### config.mk
export PLATFORM = sky130hd
export DESIGN_NAME = sram_lsu
export DESIGN_NICKNAME = d
export VERILOG_FILES = /design/src/rtl/sram_lsu.sv
export SDC_FILE = /design/constraint.sdc
export NUM_CORES = 1
export LEC_CHECK = 0
export ABC_AREA = 1
export CORE_AREA = 3 3 118 109
export CTS_CLUSTER_SIZE = 16
export DETAILED_ROUTE_END_ITERATION = 10
export DIE_AREA = 0 0 121 112
export HOLD_SLACK_MARGIN = 0.05
export PLACE_DENSITY = 0.8
export SETUP_SLACK_MARGIN = 0.1
export SLEW_MARGIN = 20
export SYNTH_ARGS = -nofsm -noshare
export SYNTH_HDL_FRONTEND = slang
export SYNTH_SLANG_ARGS = --single-unit
export TNS_END_PERCENT = 30
### constraint.sdc
create_clock -name clk -period 2.7 [get_ports clk]
set_input_delay 0.675 -clock clk [delete_from_list [all_inputs] [get_ports clk]]
set_output_delay 0.675 -clock clk [all_outputs]
set_load 0.01 [all_outputs]
### src/rtl/sram_lsu.sv
// sram_lsu: load/store unit issuing registered SRAM accesses and tracking loads to tagged write-back
module sram_lsu #(
  parameter int DATA_WIDTH = 32,
  parameter int ADDR_WIDTH = 20,
  parameter int READ_LATENCY = 2,
  parameter int REG_ADDR_WIDTH = 5
) (
  input  logic                      clk,
  input  logic                      rst_n,
  input  logic                      inst_valid,
  input  logic [31:0]               inst,
  input  logic [DATA_WIDTH-1:0]     rs,
  input  logic [DATA_WIDTH-1:0]     rt,
  input  logic [DATA_WIDTH-1:0]     imm,
  input  logic [DATA_WIDTH-1:0]     sram_rdata,
  output logic                      sram_en,
  output logic                      sram_we,
  output logic [ADDR_WIDTH-1:0]     sram_addr,
  output logic [DATA_WIDTH-1:0]     sram_wdata,
  output logic                      wb_enable,
  output logic [REG_ADDR_WIDTH-1:0] wb_addr,
  output logic                      wb_float,
  output logic [DATA_WIDTH-1:0]     wb_data,
  input  logic [REG_ADDR_WIDTH-1:0] query_addr,
  input  logic                      query_float,
  output logic                      query_hit,
  output logic [3:0]                inflight
);
  logic [5:0] op;
  logic is_ld, is_st, acc, tag_v;
  logic [REG_ADDR_WIDTH-1:0] dest;
  logic [DATA_WIDTH-1:0] sum;
  logic [READ_LATENCY:0] v, f, nv;
  logic [REG_ADDR_WIDTH-1:0] d [READ_LATENCY+1];
  logic unused;
  assign op = inst[31:26];
  assign is_ld = inst_valid && (op == 6'b101000 || op == 6'b101100 || op == 6'b101010 || op == 6'b101110);
  assign is_st = inst_valid && (op == 6'b101001 || op == 6'b101011);
  assign acc = is_ld || is_st;
  // op[2] selects the register form (rt index, rd dest); op[1] selects the FP file
  assign dest = REG_ADDR_WIDTH'(op[2] ? inst[15:11] : inst[20:16]);
  assign sum = rs + (op[2] ? rt : imm);
  assign tag_v = is_ld && (op[1] || dest != '0);
  assign nv = {v[READ_LATENCY-1:0], tag_v};
  assign unused = ^{inst[25:21], inst[10:0]};
  assign wb_enable = v[READ_LATENCY];
  assign wb_addr = d[READ_LATENCY];
  assign wb_float = f[READ_LATENCY];
  assign wb_data = sram_rdata;
  always_ff @(posedge clk) begin
    if (!rst_n) begin
      sram_en <= 1'b0;
      sram_we <= 1'b0;
      sram_addr <= '0;
      sram_wdata <= '0;
      v <= '0;
      inflight <= '0;
    end else begin
      sram_en <= acc;
      sram_we <= is_st;
      if (acc) begin
        sram_addr <= ADDR_WIDTH'(sum);
        sram_wdata <= rt;
      end
      v <= nv;
      inflight <= 4'($countones(nv));
    end
  end
  always_ff @(posedge clk) begin
    d[0] <= dest;
    for (int i = 1; i <= READ_LATENCY; i++) d[i] <= d[i-1];
    f <= {f[READ_LATENCY-1:0], op[1]};
  end
  // the write-back stage is left out: that register is being written this cycle
  always_comb begin
    query_hit = 1'b0;
    for (int i = 0; i < READ_LATENCY; i++)
      query_hit = query_hit | (v[i] && d[i] == query_addr && f[i] == query_float);
  end
endmodule

# --- Word-level counts from Yosys, hierarchy flattened ---
# Memory sizes are Yosys's and may differ from the RTL's.
# Cells that the tools add are included.
op_classes:
  n_bitwise: 1
  reduce_logical: 14
  eq_ne: 10
  add_sub_neg: 3
  n_mux: 2
op_table:
  columns: ["operator", "n"]
  rows:
  - ["$eq 6x6->1 const B", 6]
  - ["$add 20x20->20", 1]
  - ["$mux 20", 1]
  - ["$eq 5x5->1", 2]
  - ["$logic_and 1x1->1", 7]
  - ["$logic_or 1x1->1", 6]
  - ["$mux 5", 1]
  - ["$reduce_bool 5->1", 1]
  - ["$add 2x1->3", 1]
  - ["$add 1x1->2", 1]
  - ["$eq 1x1->1", 2]
  - ["$or 1x1->1", 1]
word_totals:
  output_inout_bits: 98
  elab_cells: 38
  memories: 1
  ramBits: 15
  ff_bits: 64
  inputBits: 169
memory_table:
  columns: ["name", "depth", "word_bits", "rd", "rd_clocked_by_memory_dff", "write_ports", "line", "rtl"]
  rows:
  - ["d", 3, 5, 3, 0, 3, "34", "logic [REG_ADDR_WIDTH-1:0] d [READ_LATENCY+1];"]

# --- Longest topological paths before layout ---
# Gate-level depths: netlist of the first run.
depth:
  ltp_word: 8
  depth_mapped: 19

# --- Worst setup path after synthesis of the first run ---
# OpenSTA, ideal clock, no wires.
synth_path:
  kind: "input port to flip-flop"
  from: "in inst[28]"
  to: "reg sram_addr[15]"
  cell_stages: 16
  arrival_time_ps: 2417
  slack_ps: 174
  setup_time_ps: 109
  t_required_ps: 2591
  path_cell_list: "buf_6 > inv_6 > buf_2 > buf_1 > nand2_1 > nand2_1 > ha_1 > a21oi_1 > and2_1 > nor2_1 > nor2_1 > nand2_1 > nand2_1 > nand3_1 > nand2_1 > inv_1"
synth_via:
  elab_chain_cells: 6
  elab_cells_between_ends: 15
  cone_classes: "add/sub: 1; eq/ne: 6; mux: 1; reduce/logical: 7"
synth_lines:
  columns: ["element", "line", "rtl"]
  rows:
  - ["start: declaration", "11", "input logic [31:0] inst,"]
  - ["parallel branches: the longest is 6 deep, another holds $add 20x20->20", null, null]
  - ["end signal: assignment", "62", "sram_addr <= ADDR_WIDTH'(sum);"]
  - ["end: declaration", "18", "output logic [ADDR_WIDTH-1:0] sram_addr,"]
# Several ways; the timed one is not identified.
# A chain may end at the register's enable or synchronous reset.

# --- Worst setup path after layout of the first run ---
layout_path:
  from: "in query_addr[1]"
  to: "out query_hit"
layout_via:
  elab_chain_cells: 4
  elab_cells_between_ends: 7
  cone_classes: "eq/ne: 2; bitwise: 1; reduce/logical: 4"
layout_lines:
  columns: ["element", "line", "rtl"]
  rows:
  - ["start: declaration", "24", "input logic [REG_ADDR_WIDTH-1:0] query_addr,"]
  - ["$eq 5x5->1", "78", "query_hit = query_hit | (v[i] && d[i] == query_addr && f[i] == query_float);"]
  - ["$logic_and 1x1->1 (2 in a row)", "78", null]
  - ["$or 1x1->1 (*)", "78", null]
  - ["end: declaration", "26", "output logic query_hit,"]
# Mark *: on every way between the ends. The rest lies on a longest branch, timed or not.

==> results.cfg, run 1 <==
[sta]
rsz0062_at_grt = yes
final_max_slew_viol_count = 0
finalHoldViolations = 0
setup_violations = 0
finalCritPeriodShare_pct = 95.7
max_freq_ghz = 0.387
skew_ns = 0.00304
final.min_clock_period_ns = 2.58

[power_and_ir_drop]
totalPowerFinal_w = 0.00332
pwr_density_cell_nw_per_um2 = 513
ir_drop_mv = 0.337
leakage_nw = 3.17

[place]
portBuffers = 160
gp_congestion = 0.898
hpwlAfterDp_mm = 10.3
placed_cell_area_um2 = 6140

[logic_synthesis]
synthTopCellsByCount = nand2_1, nor2_1, dfxtp_1, inv_1, o21ai_0
ys_seq_elements = 77
netlist_area_um2 = 4410
synth_top_area_share_pct = 35.0
yosysWarnings = 0
synth_largest_area_cell = dfxtp_1
yosysSeqAreaShare_pct = 35.0
syn_inst = 653
synth_cell_types = 33
syn_avg_cell_area_um2 = 6.75
synth_area_leaders = dfxtp_1, nand2_1, nor2_1, buf_4, ha_1
yosys.cell_count.top_type = nand2_1
synthFlopType = dfxtp_1
synth_edf_count = 0
async_flop_share_pct = 0

[routing]
routedWlPerCell_um = 13.6
ant_nets = 0
drc = 0
first_pass_iters = 5
routed-via-count = 4426
drt_iter0_drc = 183
vias_per_cell = 4.54
finalWirelength_mm = 13.2

[cts]
numCtsBuffers = 9
tritoncts = done
clock_sinks = 77
clk_latency_ns = 0.33
clockBufferDepth = 2
cts_root_buf = clkbuf_16
path_clk_slew_ns = 0.06
cts_hold_buf = 0
h-tree-depth = 3

[floorplan]
core-area_um2 = 11800
initial_utilization_pct = 37.2
fp.dieH_um = 112
fp-row-count = 38
ios = 267
die_x_um = 121
fp.dieArea_um2 = 13600

[worst_setup_path]
crit_chain = clkdlybuf4s50_1 -> xnor2_1 -> o221ai_1 -> o41ai_2 -> buf_2
crit_path_max_fanout = 2
crit_path_end_kind = primary output
cp_top_family = buffers and inverters
critPathBufInv = 2
crit_type = in2out
crit_path_max_incr_delay_ns = 0.54
slowest_stage = clkdlybuf4s50_1
worstPathRequired_ns = 2.03
cp-start-kind = input pin
cp.arrival_ns = 1.91

[global_route]
grt_max_degree = 46
antenna_found_initial = 0
grt_use_total_pct = 19.8
grt_pass1_wl_mm = 21.2
overflow = 0
grt_pass1_vias = 4278

[final_layout]
diodes = 0
nNetsFinal = 999
final-seq-area_um2 = 1540
design_area_um2 = 6480
fillerInstances = 1134
area_delta_synth_final_pct = 47.1
multi_input_area_um2 = 2210
layout-drive-gt1-share_pct = 8.72

[flow_run]
drv_cap = 0

[outcome]
outcome = completed

[worst_hold_path]
hold_class = reg2reg
-- final cells by class --
cell class                      instances  share of cell area (%)
Clock buffer                           11                    3.90
Clock inverter                          5                    1.25
Inverter                               65                    3.84
Multi-Input combinational cell        452                    34.1
Sequential cell                        77                    23.8
Tap cell                              160                    3.09
Timing Repair Buffer                  204                    30.0
-- final timing paths --
path	startpoint	end	slack, ns	cells after the start
setup / recovery	query_addr[1]	query_hit	0.12	5
hold / removal	d[0][0]$_DFF_P_	d[0][5]$_DFF_P_	0.35	0
setup reg to reg	v[0]$_SDFF_PN0_	inflight[0]$_SDFF_PN0_	1.70	3
hold reg to reg	d[0][0]$_DFF_P_	d[0][5]$_DFF_P_	0.35	0
-- layer usage --
layer	GRT usage (%)	vias to the layer above	routed length, µm
met5	0	-	0
met4	7.25	0	348
met3	6.86	31	1170
met2	31.4	178	5900
met1	24.8	1906	5800
li1	-	2311	-
-- sequential cells by signal, summed over array words and instances, names as in the netlist --
| name | flops |
|---|---|
| d | 15 |
| f | 3 |
| inflight | 2 |
| sram_addr | 20 |
| sram_en | 1 |
| sram_wdata | 32 |
| sram_we | 1 |
| v | 3 |
-- power by group --
part	switching [W]	total, W	internal, W
logic	0.000371	0.000774	0.000403
clock network	0.000483	0.00134	0.000862
registers	0.0000238	0.00121	0.00118
total	0.000877	0.00332	0.00245
-- worst register-to-register path: cells and delay by family (launching register included) --
family                   cells  cell delay (ns)
buffers and inverters        1             0.03
adder cells (fa/ha/maj)      1             0.43
AND/OR/NAND/NOR              1             0.08
flip-flops                   1             0.37
-- layout by cell type (no fill, tap or decap), types with 7 or more instances in the layout --
cell / n
a21oi_1: 19
buf_4: 42
clkbuf_16: 9
clkdlybuf4s50_1: 155
dfxtp_1: 77
ha_1: 19
inv_1: 63
nand2_1: 183
nand3_1: 29
nor2_1: 106
o21ai_0: 45
o21bai_1: 8
xnor2_1: 9
xor2_1: 7
-- stage by stage --
step	hold slack [ns]	utilization (%)	setup WS (ns)	std cells	setup TNS (ns)
after floorplan	0.331	-	0.174	654	0
after global placement	0.346	51.9	-0.357	958	-4.90
after detailed placement	0.347	51.9	-0.389	958	-5.40
after CTS	0.356	54.7	-0.00313	974	-0.00313
after global routing	0.368	54.8	0.0844	974	0
final	0.354	54.8	0.117	974	0
-- timing repair --
action | CTS | global route
cloned | 0 | 0
pin swaps | 0 | 1
gates resized for setup | 4 | 8
buffers inserted | 0 | 0
hold endpoints to repair | 0 | 0
setup endpoints to repair | 12 | 7
-- cell families after synthesis --
family                     Yosys count  synth area share, %
and+or+nand+nor                    334                 30.6
DFF                                 77                 35.0
xor gates and xnor gates            16                 3.18
adders and majority gates           21                 6.30
other                                1               0.0851
buffers and inverters              125                 15.2
AOI/OAI and AO/OA                   79                 9.71
No activity file was read; power rests on OpenSTA's default activity.
==> run 2: changes to the inputs <==
--- a/config.mk
+++ b/config.mk
@@ -6,12 +6,12 @@
 export NUM_CORES = 1
 export LEC_CHECK = 0
 export ABC_AREA = 1
-export CORE_AREA = 3 3 118 109
+export CORE_AREA = 3 3 123 113
 export CTS_CLUSTER_SIZE = 16
 export DETAILED_ROUTE_END_ITERATION = 10
-export DIE_AREA = 0 0 121 112
+export DIE_AREA = 0 0 126 116
 export HOLD_SLACK_MARGIN = 0.05
-export PLACE_DENSITY = 0.8
+export PLACE_DENSITY = 0.75
 export SETUP_SLACK_MARGIN = 0.1
 export SLEW_MARGIN = 20
 export SYNTH_ARGS = -nofsm -noshare
==> results.cfg, run 2 (same netlist as run 1, synthesis figures left out) <==
[routing]
first_pass_iters = 4
drt_iter0_drc = 198
ant_nets = 0
routedWlPerCell_um = 13.6
drc = 0
finalWirelength_mm = 13.4
vias_per_cell = 4.49
routed-via-count = 4409

[sta]
skew_ns = 0.00248
final.min_clock_period_ns = 2.56
rsz0062_at_grt = yes
fin_tns_setup_ns = 0
setup_violations = 0
final_max_slew_viol_count = 0
holdWs_ns = 0.356
finalCritPeriodShare_pct = 94.7
max_freq_ghz = 0.391
finalHoldViolations = 0

[worst_hold_path]
hold_class = reg2reg

[worst_setup_path]
cp-start-kind = input pin
crit_path_end_kind = primary output
cp.arrival_ns = 1.88
worstPathRequired_ns = 2.03
crit_path_max_fanout = 2
crit_type = in2out

[final_layout]
finish.utilization_pct = 51.6
final_cell_mix = nand2_1, clkdlybuf4s50_1, nor2_1
layout-drive-gt1-share_pct = 9.41
top_regs = sram_wdata: 32 flops, sram_addr: 20 flops, d: 15 flops
final_common_cell = nand2_1
diodes = 0
area_delta_synth_final_pct = 48.4
design_area_um2 = 6540
nNetsFinal = 1003
largest_reg_flops = 32
layout.cells.non_filler = 982
largest-register = sram_wdata

[outcome]
outcome = completed

[global_route]
antenna_found_initial = 0
grt_pass1_vias = 4378
grt_max_degree = 37
grt_use_total_pct = 18.2
overflow = 0
grt_pass1_wl_mm = 21.3

[floorplan]
initial_utilization_pct = 34.7
core-area_um2 = 12700
ios = 267
die_x_um = 126
fp.dieArea_um2 = 14600
fp-row-count = 39
fp.dieH_um = 116

[power_and_ir_drop]
ir_drop_mv = 0.341
switching_share_pct = 27.1
intPower_w = 0.00241
leakage_nw = 3.22
comb_power_share_pct = 23.7
p_switching_w = 0.000896
pwr-share-seq_pct = 36.5
pwr_density_cell_nw_per_um2 = 505
power_frac_clock_pct = 39.8

[cts]
cts_root_buf = clkbuf_16
clock_sinks = 77
h-tree-depth = 3
post_cts_buffers = 0
numCtsBuffers = 9
clockBufferDepth = 2
clk_latency_ns = 0.33
path_clk_slew_ns = 0.06
tritoncts = done

[place]
hpwlAfterDp_mm = 10.4
gp_congestion = 0.935
dp.cells = 966
portBuffers = 160
placed_cell_area_um2 = 6190

[flow_run]
drv_cap = 0
==> run 2: critical path, cell delays in order <==
cell	delay, ns
clkdlybuf4s50_1	0.48
inv_1	0.06
nand2_1	0.06
nand4_1	0.09
o41ai_2	0.34
buf_2	0.18
==> run 2: power groups by stage <==
stage	sequential (W)	combinational [W]	clock (W)
after CTS	0.00121	0.000782	0.00135
after global routing	0.00121	0.000874	0.00140
after detailed placement	0.00123	0.000777	0
after global placement	0.00123	0.000770	0
final	0.00121	0.000783	0.00131
after floorplan	0.00124	0.000421	0
==> run 2: layer usage <==
layer  up-vias  GRT usage, %  routed length, µm
li1       2326             -                  -
met1      1922          22.1               6020
met2       143          30.3               6080
met3        18          6.77               1060
met4         0          5.29                202
met5         -             0                  0
==> run 2: final cells by class <==
class | instances | area (µm²)
fillers | 1258 | 6140
clock buffers | 9 | 225
clock inverters | 7 | 96.3
repair buffers | 208 | 2000
well taps | 164 | 205
multi-input cells | 452 | 2220
inverters | 65 | 249
flip-flops and latches | 77 | 1540
==> run 2: path summary, 6_finish.rpt <==
path	slack, ns	to	cells past startpoint	from
worst min register to register	0.36	d[0][5]$_DFF_P_	0	d[0][0]$_DFF_P_
worst min-delay path	0.36	d[0][5]$_DFF_P_	0	d[0][0]$_DFF_P_
worst max-delay path	0.14	query_hit	6	query_addr[4]
worst max register to register	1.68	inflight[0]$_SDFF_PN0_	3	v[0]$_SDFF_PN0_
==> run 2: what timing repair did <==
| item | CTS | global route |
|---|---|---|
| gates cloned | 0 | 0 |
| endpoints found under the hold margin | 0 | 0 |
| pin swaps | 0 | 4 |
| setup endpoints to repair | 10 | 2 |
| hold buffers | 0 | 0 |
| gates resized for setup | 7 | 8 |
==> run 2: per-stage QoR <==
stage                     power [W]  setup slack, ns
final                       0.00330            0.143
after global routing        0.00349           0.0937
after CTS                   0.00334            0.110
after detailed placement    0.00201           -0.334
after global placement      0.00200           -0.373
after floorplan             0.00166            0.174
==> edit 1 (flow settings as in run 1) <==
`REG_ADDR_WIDTH`: 5 -> 6.
--- a/src/rtl/sram_lsu.sv
+++ b/src/rtl/sram_lsu.sv
@@ -5,3 +5,3 @@
   parameter int READ_LATENCY = 2,
-  parameter int REG_ADDR_WIDTH = 5
+  parameter int REG_ADDR_WIDTH = 6
 ) (
Interface: changed (resized query_addr and wb_addr); port bits go from 267 to 269. The function was not compared with the original's and may differ.
==> edit 1 against run 1 <==
- routed wire length down 1.2%
- total power grew 1.6%
- sequential share of layout area down 0.27 points
- non-clock buffer count increased by 1
- clock skew grew 0.0020 ns
- cell area up 1.1%
- area after synthesis is 0.57% higher
- utilization rose by 0.62 points
- worst setup slack better by 0.14 ns
- sequential cell count stayed put
- worst hold slack about the same
==> edit 1: results <==
metrics = {
    "pwr": {
        "vdd_drop_max_mv": 0.3416,
        "p_leak_nw": 3.208,
    },
    "place": {
        "io_buffers": 161,
        "routabilityCongestion": 0.8810,
        "dp_hpwl_mm": 10.07,
        "dp_worst_setup_slack_ns": -0.3417,
    },
    "synth": {
        "synth_cell_type_count": 35,
        "yosysSeqAreaShare": 0.3477,
        "synth.top_cells.by_count": "177 x nand2_1, 109 x nor2_1, 77 x dfxtp_1",
        "synthTopCellsByArea": "dfxtp_1 35%, nand2_1 15%, nor2_1 9.2%, buf_4 8.1%, ha_1 5.4%",
    },
    "global_routing": {
        "grt_pass1_vias": 4330,
        "grt_pass1_wl_mm": 20.84,
        "grt.total_usage": 0.1929,
        "grt_max_degree": 33,
    },
    "clock_network": {
        "clk_pin_slew_ns": 0.06,
    },
    "timing": {
        "finalClockSkew_ns": 0.005075,
        "finalWorstSetupSlack_ns": 0.2597,
    },
    "hold_path": {
        "hp-start": "f[0]",
        "hold-path-endpoint": "f[1]",
    },
    "worst_setup_path": {
        "critPathArrivalTime_ns": 2.68,
        "r2r_cells": 3,
    },
    "final_layout": {
        "nets": 1003,
        "drive_gt1_frac": 0.1028,
    },
    "detailed_routing": {
        "wl_per_cell_um": 13.36,
        "vias_per_cell": 4.582,
        "drt_iter0_drc": 303,
        "drt-pass1-iter-count": 4,
    },
    "outcome": {
        "status": "finished clean",
    },
}
-- edit 1: cell count changes in the layout (fill, tap and decap cells not counted), moves of 4 or more --
cell and change:
inv_2 +4, nand3_1 -4, nand2_1 -6, nand2_2 +4, o21ai_1 +4, inv_1 -6
-- edit 1: worst max path at each step --
stage | startpoint | to
floorplan | inst[28] | sram_addr[18]
global placement | inst[28] | sram_addr[16]
detailed placement | query_addr[1] | query_hit
CTS | query_addr[0] | query_hit
global route | inst[28] | sram_addr[16]
finish | inst[28] | sram_addr[15]
-- edit 1: logic make-up after synthesis --
| kind of cell | count (synthesis) | synth area share |
|---|---|---|
| buffers and inverters | 124 | 0.1527 |
| other | 1 | 0.0008459 |
| XOR/XNOR | 14 | 0.02766 |
| adder cells (fa/ha/maj) | 21 | 0.06266 |
| AND/OR/NAND/NOR | 332 | 0.3040 |
| AO/OA/AOI/OAI | 86 | 0.1044 |
| flip-flops | 77 | 0.3477 |
-- edit 1: metal layers --
layer	GRT usage	share of wire	vias up
met2	0.3170	0.46	159
met5	0	0	-
met3	0.07161	0.083	25
met4	0.05891	0.022	0
met1	0.2350	0.43	1966
li1	-	-	2327
-- edit 1: timing repair --
action / in CTS / in global routing
resized for setup: 6 / 12
setup endpoints to repair: 15 / 3
gates cloned: 0 / 0
pin swaps: 2 / 5
hold buffers: 0 / 0
buffers inserted: 0 / 2
-- edit 1: cell type report --
type                    instances  area, um2
multi-input cells             456       2243
flip-flops and latches         77       1541
fillers                      1114       5280
clock buffers                  10      229.0
inverters                      63      241.5
repair buffers                205       1992
clock inverters                 6      111.4
well taps                     160      200.2
-- edit 1: power by group --
part	internal [mW]	switching, mW	total [mW]	leakage, nW
Sequential	1.18	0.0239	1.21	0.630
Combinational	0.406	0.373	0.780	2.41
Clock	0.904	0.488	1.39	0.163
Total	2.49	0.885	3.38	3.21
-- edit 1: worst max-delay path, stage by stage --
cell and delay (ns):
dlygate4sd2_1 0.31, buf_4 0.19, buf_12 0.12, nand2_1 0.05, nand2_1 0.06, ha_1 0.36
nand2_1 0.11, inv_1 0.10, nand2_1 0.06, nand2_1 0.09, inv_1 0.05, nand2_1 0.13
nand2_1 0.09, nand3_1 0.09, nand3_1 0.09, nand2_1 0.07, inv_1 0.03
-- edit 1: metrics by stage --
stage | power, mW | hold slack, ns | instances | area (um2)
finish | 3.378 | 0.3533 | 977 | 6559
global route | 3.556 | 0.3607 | 977 | 6559
CTS | 3.404 | 0.3543 | 975 | 6510
detailed placement | 2.003 | 0.3418 | 959 | 6177
global placement | 1.996 | 0.3335 | 959 | 6177
floorplan | 1.668 | 0.3308 | 657 | 4441
==> edit 2 (settings of run 1) <==
Without the edit above. Put a register stage on the outputs `wb_enable`, `wb_addr`, `wb_float` and `wb_data`, with the module's reset. The values now appear one clock later. The other outputs are not delayed to match.
--- a/src/rtl/sram_lsu.sv
+++ b/src/rtl/sram_lsu.sv
@@ -45,6 +45,15 @@
   assign unused = ^{inst[25:21], inst[10:0]};
-  assign wb_enable = v[READ_LATENCY];
-  assign wb_addr = d[READ_LATENCY];
-  assign wb_float = f[READ_LATENCY];
-  assign wb_data = sram_rdata;
+  always_ff @(posedge clk) begin
+    if (!rst_n) begin
+      wb_enable <= '0;
+      wb_addr   <= '0;
+      wb_float  <= '0;
+      wb_data   <= '0;
+    end else begin
+      wb_enable <= v[READ_LATENCY];
+      wb_addr   <= d[READ_LATENCY];
+      wb_float  <= f[READ_LATENCY];
+      wb_data   <= sram_rdata;
+    end
+  end
   always_ff @(posedge clk) begin
Check against the original RTL: not equivalent (Yosys sat finds a counterexample within 4 cycles, from zero or initial values and one cycle with rst_n low).
==> edit 2 against run 1 <==
- sequential cell count is 39 higher
- area after synthesis up 19%
- total power is 55% higher
- fmax increased by 1.0%
- worst setup slack improved by 0.026 ns
- utilization is 20 points higher
- critical path depth rose by 10
- routed wire length grew 24%
- cell area increased by 36%
==> edit 2: results <==
metrics = {
    "worst_setup_path": {
        "r2r_slack_ns": 1.69,
        "r2r_cells": 3,
        "regToRegStartpoint": "v[0]",
        "crit_fanout": 10,
        "r2r_end": "inflight[0]",
        "critPathArrivalTime_ns": 2.85,
        "cpLargestDelayFamily": "buffers and inverters",
        "max_stage_delay_ns": 0.48,
    },
    "synth": {
        "synthXorXnorAreaFrac": 0.01831,
        "synthMuxAreaShare": 0,
        "yosysSeqAreaShare": 0.4413,
        "synth-async-reset-ratio": 0,
        "yosys_warnings": 0,
        "synth_area_per_cell_um2": 7.054,
        "synth_compound_gate_area_share": 0.08036,
        "synthTopCellsByArea": "dfxtp_1 44%, nand2_1 16%, nor2_1 7.8%, inv_1 7.1%, ha_1 4.5%",
        "yosys_most_used_dff": "dfxtp_1",
        "synth.top_cells.by_count": "225 x nand2_1, 116 x dfxtp_1, 109 x nor2_1",
        "synth_cell_type_count": 38,
        "synth_fa_ha_area_frac": 0.05278,
    },
    "place": {
        "io_buffers": 224,
        "dpl_cell_area_mm2": 0.007973,
        "dp_hpwl_mm": 12.06,
        "routabilityCongestion": 0.8925,
        "dp_worst_setup_slack_ns": -0.3313,
    },
    "global_routing": {
        "grt_pass1_vias": 5117,
        "grt_antenna_before_repair": 1,
        "grt_max_degree": 49,
        "grt.total_usage": 0.2329,
        "grt_pass1_wl_mm": 25.16,
    },
    "clock_network": {
        "insertion_delay_ns": 0.41,
        "htreeDepth": 4,
        "clk_pin_slew_ns": 0.06,
        "cts_buffers": 17,
        "root_buffer": "clkbuf_16",
    },
    "hold_path": {
        "hold-path-endpoint": "d[2][0]",
        "hold-path-cell-count": 0,
        "hold_class": "flip-flop to flip-flop",
        "hp-start": "d[1][0]",
    },
    "pwr": {
        "power_switching_mw": 1.340,
        "vdd_drop_max_mv": 0.6938,
        "p_leak_nw": 4.373,
    },
    "timing": {
        "finalClockSkew_ns": 0.006617,
        "timing.hold.ws_ns": 0.3503,
    },
    "detailed_routing": {
        "drt_iter0_drc": 262,
        "wl_per_cell_um": 13.81,
        "drt-pass1-iter-count": 5,
        "vias_per_cell": 4.618,
    },
    "final_layout": {
        "fin_cells": 1190,
        "drive_gt1_frac": 0.1311,
        "reg_top3": "sram_wdata (32), wb_data (32), sram_addr (20)",
        "diodes": 0,
    },
    "outcome": {
        "status": "finished clean",
    },
}
[edit 2: cell types whose count changed in the layout (fill, tap and decap cells not counted), moves of 8 or more]
| cell | change |
|---|---|
| clkdlybuf4s50_1 | +63 |
| ha_1 | -14 |
| o21ai_1 | +10 |
| o21ai_0 | -8 |
| inv_1 | +35 |
| dfxtp_1 | +39 |
| clkbuf_16 | +8 |
| ha_4 | +12 |
| buf_4 | +8 |
| nand2_1 | +38 |
[edit 2: worst max-delay path by stage]
stage	from	to	slack, ns
after floorplan	inst[28]	sram_addr[15]	0.16
after global placement	query_addr[3]	query_hit	-0.35
after detailed placement	query_addr[3]	query_hit	-0.33
after CTS	query_addr[2]	query_hit	0.11
after global routing	inst[28]	sram_addr[17]	0.04
final	inst[28]	sram_addr[17]	0.14
[edit 2: logic make-up (layout without fill, tap and decap cells)]
group           count (synthesis)  in the layout
flops                         116            116
compound gates                 80             80
simple gates                  385            385
fa+ha+maj                      21             21
xor+xnor                       11             11
other cells                     1              2
buf+inv                       132            415
[edit 2: per-layer routing]
metal  wire, um  share of wire  global-route usage  vias up
met5         13        0.00079                   0        -
met4        293          0.018             0.07402        2
met3        999          0.061             0.06501       27
met2       8114           0.49              0.3926      174
met1       7009           0.43              0.2878     2464
li1           -              -                   -     2828
[edit 2: worst register-to-register path, cell delays in order, from the launching register on]
cell and delay (ns):
dfxtp_1 0.37, fa_1 0.43, nand2_1 0.08, inv_1 0.04
[edit 2: timing repair]
item / CTS / global route
setup buffers: 0 / 3
pin swaps: 0 / 5
endpoints found under the setup margin: 1 / 14
gates resized for setup: 6 / 39
[edit 2: power groups by stage]
stage | clock network, mW | registers (mW) | logic, mW
floorplan | 0 | 1.88 | 0.393
global placement | 0 | 1.85 | 0.914
global route | 2.44 | 1.83 | 1.11
finish | 2.32 | 1.82 | 1.01
CTS | 2.36 | 1.82 | 0.936
detailed placement | 0 | 1.86 | 0.927
[edit 2: final cells by class]
| cell class | instances | area, um2 |
|---|---|---|
| clock inverters | 15 | 191.4 |
| clock buffers | 17 | 425.4 |
| fillers | 859 | 3000 |
| well taps | 160 | 200.2 |
| repair buffers | 279 | 2709 |
| multi-input cells | 499 | 2595 |
| inverters | 104 | 395.4 |
| flip-flops and latches | 116 | 2322 |
